<file path="src/rtl/debouncer.sv">
// -----------------------------------------------------------------------------
// debouncer
//
// Purpose:
//   Filters bouncy, already-synchronized inputs one channel at a time. One
//   free-running counter, shared by all channels, produces a sample strobe
//   every SAMPLE_CNT_MAX cycles. Each channel counts consecutive strobes
//   during which its input is high, and it saturates at PULSE_CNT_MAX. The
//   filtered output is high only while the channel counter is saturated.
//   Any low cycle on the input clears that channel's counter at once, so the
//   output releases one cycle after the input falls. Only the press is
//   filtered.
//
// Parameters:
//   WIDTH          number of independent channels
//   SAMPLE_CNT_MAX clock cycles per sample period (>= 2)
//   PULSE_CNT_MAX  consecutive high samples needed to assert (>= 1)
//
// Ports:
//   clk              rising-edge clock
//   rst              asynchronous active-high reset
//   glitchy_signal   [WIDTH] raw inputs, already synchronized to clk
//   debounced_signal [WIDTH] filtered level per channel
//   rising_pulse     [WIDTH] one-cycle pulse on each debounced 0->1
//   falling_pulse    [WIDTH] one-cycle pulse on each debounced 1->0
//
// Configuration macro:
//   DEBOUNCER_EDGE_EN  when defined, the edge pulses are generated from a
//                      registered copy of debounced_signal. When undefined,
//                      rising_pulse and falling_pulse are tied to 0.
// -----------------------------------------------------------------------------
module debouncer #(
  parameter int WIDTH          = 1,
  parameter int SAMPLE_CNT_MAX = 62500,
  parameter int PULSE_CNT_MAX  = 200
) (
  input  logic             clk,
  input  logic             rst,
  input  logic [WIDTH-1:0] glitchy_signal,
  output logic [WIDTH-1:0] debounced_signal,
  output logic [WIDTH-1:0] rising_pulse,
  output logic [WIDTH-1:0] falling_pulse
);

  localparam int SW = $clog2(SAMPLE_CNT_MAX);
  localparam int PW = $clog2(PULSE_CNT_MAX + 1);

  localparam logic [SW-1:0] SAMPLE_LAST = SW'(SAMPLE_CNT_MAX - 1);
  localparam logic [PW-1:0] PULSE_FULL  = PW'(PULSE_CNT_MAX);

  logic [SW-1:0] r_sampleCnt;
  logic          w_samplePulse;
  logic [PW-1:0] r_pulseCnt [WIDTH];

  // The strobe decodes the last count of the period, so it is high for
  // exactly one cycle in every SAMPLE_CNT_MAX cycles.
  assign w_samplePulse = (r_sampleCnt == SAMPLE_LAST);

  // Shared sample-period counter. It wraps on the strobe itself, so the
  // period is SAMPLE_CNT_MAX even when that value is not a power of two.
  always_ff @(posedge clk or posedge rst) begin
    if (rst) begin
      r_sampleCnt <= '0;
    end else if (w_samplePulse) begin
      r_sampleCnt <= '0;
    end else begin
      r_sampleCnt <= r_sampleCnt + SW'(1);
    end
  end

  for (genvar i = 0; i < WIDTH; i++) begin : g_chan
    // A low input clears the counter before the strobe is looked at. A glitch
    // that lands on a sample cycle therefore still restarts the count.
    always_ff @(posedge clk or posedge rst) begin
      if (rst) begin
        r_pulseCnt[i] <= '0;
      end else if (!glitchy_signal[i]) begin
        r_pulseCnt[i] <= '0;
      end else if (w_samplePulse && (r_pulseCnt[i] < PULSE_FULL)) begin
        r_pulseCnt[i] <= r_pulseCnt[i] + PW'(1);
      end
    end

    // This decodes register state only. There is no combinational path from
    // the raw input.
    assign debounced_signal[i] = (r_pulseCnt[i] == PULSE_FULL);
  end

`ifdef DEBOUNCER_EDGE_EN
  logic [WIDTH-1:0] r_debouncedD;

  // This delayed copy of the filtered level is used for edge detection. Reset
  // clears both this copy and the level, so releasing reset never produces
  // an edge pulse.
  always_ff @(posedge clk or posedge rst) begin
    if (rst) begin
      r_debouncedD <= '0;
    end else begin
      r_debouncedD <= debounced_signal;
    end
  end

  assign rising_pulse  = debounced_signal & ~r_debouncedD;
  assign falling_pulse = ~debounced_signal & r_debouncedD;
`else
  assign rising_pulse  = '0;
  assign falling_pulse = '0;
`endif

endmodule

</file>
<file path="config.mk">
export PLATFORM = sky130hd
export DESIGN_NAME = debouncer
export DESIGN_NICKNAME = d
export VERILOG_FILES = /design/src/rtl/debouncer.sv
export SDC_FILE = /design/constraint.sdc
export NUM_CORES = 1
export LEC_CHECK = 0
export ABC_AREA = 0
export CORE_MARGIN = 2
export CORE_UTILIZATION = 62
export CTS_CLUSTER_DIAMETER = 40
export DETAILED_ROUTE_END_ITERATION = 6
export PLACE_DENSITY = 0.93
export RECOVER_POWER = 25
export SYNTH_ARGS = -nofsm -noshare
export SYNTH_HDL_FRONTEND = slang
export SYNTH_SLANG_ARGS = --single-unit
</file>
<file path="constraint.sdc">
create_clock -name clk -period 6.2 [get_ports clk]
set_clock_uncertainty 0.2 [all_clocks]
set_input_delay 0.93 -clock clk [delete_from_list [all_inputs] [get_ports clk]]
set_output_delay 0.93 -clock clk [all_outputs]
set_load 0.1 [all_outputs]
</file>
Word level (Yosys, flattened, before mapping) --
Index checks and enable logic that the tools add are counted.
Storage, ports and cells: flip-flop bits (word level) 24
Cells by class: add/sub/neg operators 2, $lt $le $gt $ge 1, equality and inequality tests 3, multiplexer cells 3, reduce and logical (&&, ||, !) cells 1
Operator list (count):
- adder 16 x 1 -> 16 bit, second input constant | 1
- equality test 16 bit, second input constant | 1
- 2-to-1 mux 16 bit | 1
- 2-to-1 mux 8 bit | 2
- adder 8 x 1 -> 8 bit, second input constant | 1
- equality test 8 bit, second input constant | 1
- less-than comparator 8 bit, second input constant | 1
- != test 2 x 1 -> 1 bit, second input constant | 1
- logical AND 1 bit | 1

Depth between registers and ports, before layout --
word-level depth 4, gate-level depth with buffers 6, mapped depth without buffers 5

Worst setup path before layout --
No wires, ideal clock.
path kind reg2out, start point register r_pulseCnt[0] (netlist bit), end point output port debounced_signal, arrival time 3.515 ns, slack 1.555 ns, stages on the path, launching flop included 5, buffers on the path 0, cells stage by stage dfrtp_1 -> inv_1 -> ha_1 -> nand3b_1 -> nor4_1
Between the ends: longest elaborated chain between the ends 1
RTL lines:
- start, declared | line 53 | logic [PW-1:0] r_pulseCnt [WIDTH];
- start signal, assigned by index | line 80 | r_pulseCnt[i] <= r_pulseCnt[i] + PW'(1);
- equality test 8 bit | line 86 | assign debounced_signal[i] = (r_pulseCnt[i] == PULSE_FULL);
- end, declared | line 40 | output logic [WIDTH-1:0] debounced_signal,
No other way between the ends.

Final worst setup path --
Ends and elaborated chain as after synthesis.

==> summary.md <==
| Metric | Value |
|---|---|
| Status | finished clean |
| Post-cts resize count | 0 |
| Comb pwr share | 4.9% |
| CP startpoint | r_pulseCnt[0] |
| Relative slew slack | between 30% and 40% |
| Inserted Diodes | 0 |
| Final Hold Viols | 0 |
| Req. time, crit path | a little over 5000 ps |
| Mapped cell area | approximately 1300 µm² |
| Drt drc | 0 |
| Routability cong. | slightly below 0.9 |
| Post-Syn Area per Cell | 9.87 µm² |
| Most frequent cells after synthesis | 24 x dfrtp_1, 18 x nand2_1, 10 x nor2_1, 10 x xnor2_1, 8 x nand3_1 |
| Synth Flop Type | dfrtp_1 |
| Final Cycle Share | slightly below 60% |
| Hold_sp | r_sampleCnt[0] |
| Synth Warn # | 0 |
| CP endpoint kind | output pin |
| Synthesized instance count | 130 |
| Sum Neg Setup Slack | 0 ps |
| Sequential share of the synthesized area | a little under half |
| Worst Setup Path Type | reg -> out |
| Reg-to-reg endpoint | r_pulseCnt[6] |
| Met1 usage | between 20% and 30% |
| Drt total wl | approximately 2200 µm |
| Reg power frac | between 60% and 70% |
| DR WL/cell | about 14 µm |
| R2R Setup Slk | ~3900 ps |
| Power share of the clock group | between 20% and 30% |
| Max H-tree Level | 1 |
| Switching Share | between 20% and 30% |
| Fin util | about two thirds |
| RSZ-0062 raised after global routing | no |
| Post-route ant nets | 0 |
| VDD IR max | about 0.11 mV |
| Hold depth | 1 |
| Worst-path cell chain | inv_1, ha_1, nand3b_1, nor4_1, clkdlybuf4s50_1 |
| DIE WIDTH | between 40 and 50 µm |
| Final HPWL DP | around 1600 µm |
| Total CTS buffers | 3 |
| Synth top area cells | dfrtp_1 47%, xnor2_1 6.8%, nand2_1 5.3% |
| Total grt overflow | 0 |
| Leakage | around 0.55 nW |
| P per Cell Area | between 150 and 200 nW/µm² |
| Clock Sink Count | 24 |
| Met3 Use GR | around 3.6% |
| Most common cell in the netlist | dfrtp_1 |
| Min cycle time layout | around 3600 ps |
| Hold Crit Endpoint | r_sampleCnt[0] |
| Crit Path Max Fanout | 6 |
| Worst EP arrival | between 2000 and 2500 ps |
| NetSw | 0.0000532 W |
| FP Rows | 16 |
| First-pass DRT Iterations | 4 |
| Fin. max-slew vios | 0 |
| CP max stage delay | about 1200 ps |
| Tot GR Track Use | 21.3% |
| Fin nets | 141 |
| Starting Density | between 60% and 70% |
| Worst-path cell with the longest stage delay | clkdlybuf4s50_1 |
| Setup violators final | 0 |
| Asr flop ratio synth | 100% |
| Fmax | ~280 MHz |
| Post-synth EDFFs | 0 |
| Yosys cell types | 36 |
| M2 GR Usage | 34.7% |
| Number of global-route vias before repair | around 910 |
| Critical R2R Launch | r_sampleCnt[0] |
| Yosys reg bits | 24 |
| Port Buf Inserts | 3 |
| CTS tree | done |
| CTS root buf | clkbuf_4 |
| Clock slew at reported path FFs | around 120 ps |
| Via/cell ratio | slightly below 6 |
| Busiest grt layer | met2 |
| Setup Fix Bufs, Post-CTS | 0 |
| Initial DRC count | 30 |
| Area delta synth->final | 4.29% |
| Hold crit path type | reg -> reg |
| Ports | 6 |
| CTS max path bufs | 2 |
| Hold-fix buffers, CTS | 0 |
| Initial antenna violation count | 0 |
| Chip height | 49.5 µm |
| Fraction of layout cells with a size suffix above 1 | 6.77% |
| Internal power | about 0.00018 W |
| Worst-skew pair later-pin latency | 300 ps |
| CP Launch Type | register |
| R2R cell count | 5 |
| Core box area | 1960 µm² |
| Slew @ Worst Pin | approximately 970 ps |
| DIE AREA | 2450 µm² |
| DR vias | ~950 |
| Max cap viols | 0 |
| Share of the synthesized area in the top cell type | 46.8% |
| Yosys top cell by area | dfrtp_1 |
| First-pass GRT wire length | around 3900 µm |
| Pin count of the biggest net entering global routing | 25 |
worst max-delay path: cells and delay by family, from the launching register on:
| family | cells | cell delay (ps) |
|---|---|---|
| buffers and inverters | 2 | 1290 |
| flip-flops | 1 | 460 |
| AND/OR/NAND/NOR | 2 | 270 |
| adder cells (fa/ha/maj) | 1 | 140 |
state kept, by name (all words and copies together) (netlist names):
signal,cells
r_pulseCnt,8
r_sampleCnt,16
worst max-delay path by stage:
| stage | slack, ps | cells past startpoint | to |
|---|---|---|---|
| 2_1_floorplan | 1550 | 4 | debounced_signal |
| 3_3_place_gp | 3010 | 5 | debounced_signal |
| 3_5_place_dp | 2970 | 5 | debounced_signal |
| 4_1_cts | 2590 | 5 | debounced_signal |
| 5_1_grt | 2420 | 5 | debounced_signal |
| 6_report | 2600 | 5 | debounced_signal |
power by group through the flow:
stage	Sequential, W	Combinational [W]	Clock [W]
final	0.000157	0.0000116	0.0000660
after global routing	0.000157	0.0000126	0.0000757
after CTS	0.000157	0.0000118	0.0000689
after global placement	0.000159	0.0000115	0
after detailed placement	0.000159	0.0000118	0
after floorplan	0.000159	0.0000102	0
cells by family (layout without fill, tap and decap cells):
| kind of cell | after synthesis | count (layout) | synth area share [%] |
|---|---|---|---|
| xor gates and xnor gates | 12 | 12 | 8.20 |
| other | 1 | 2 | 0.292 |
| buffers and inverters | 9 | 11 | 3.32 |
| AOI/OAI and AO/OA | 9 | 9 | 4.78 |
| DFF | 24 | 24 | 46.8 |
| adders and majority gates | 3 | 3 | 2.93 |
| muxes | 5 | 5 | 3.90 |
| and+or+nand+nor | 67 | 67 | 29.8 |
cells in the final DEF, fill, tap and decap left out:
cell type,instances
xor2_1,2
conb_1,2
o41ai_1,1
nand3_1,9
mux2i_1,5
nor4_1,3
or4_1,1
and3_1,2
or4_4,1
and3_2,1
o311ai_0,1
and2_1,1
inv_1,5
and4bb_2,1
o21ai_0,2
clkbuf_4,3
dfrtp_1,24
a21oi_1,2
or3_1,1
clkdlybuf4s50_1,3
or2_2,1
nand3b_1,1
nand2_1,18
xnor2_1,10
o311ai_1,1
ha_1,3
nor2_1,10
nand2b_1,4
nor3_1,2
and4_1,1
nand4_1,8
nor4b_2,2
o31ai_1,2
metrics by stage:
| stage | power, W | hold slack, ps | area (µm²) | worst slack (ps) | cells |
|---|---|---|---|---|---|
| global placement | 0.000171 | 292 | 1330 | 3010 | 157 |
| floorplan | 0.000170 | 274 | 1290 | 1550 | 131 |
| detailed placement | 0.000171 | 326 | 1330 | 2970 | 157 |
| finish | 0.000234 | 339 | 1340 | 2600 | 160 |
| global route | 0.000245 | 389 | 1340 | 2420 | 160 |
| CTS | 0.000237 | 346 | 1350 | 2590 | 160 |
per-layer routing:
layer  routed length (µm)  up-vias  part of all wire [%]
met1                 1010      462                    45
met3                   89        7                   4.0
met5                    0        -                     0
met2                 1070       22                    48
met4                   46        0                   2.1
li1                     -      462                     -
cell type report:
class / instances / area, µm²
clock buffer: 3 / 22.5
fill: 175 / 624
inverter: 5 / 18.8
multi-input combinational: 98 / 632
sequential: 24 / 601
tap: 27 / 33.8
timing repair buffer: 3 / 30.0
(Power assumes the default switching activity.)
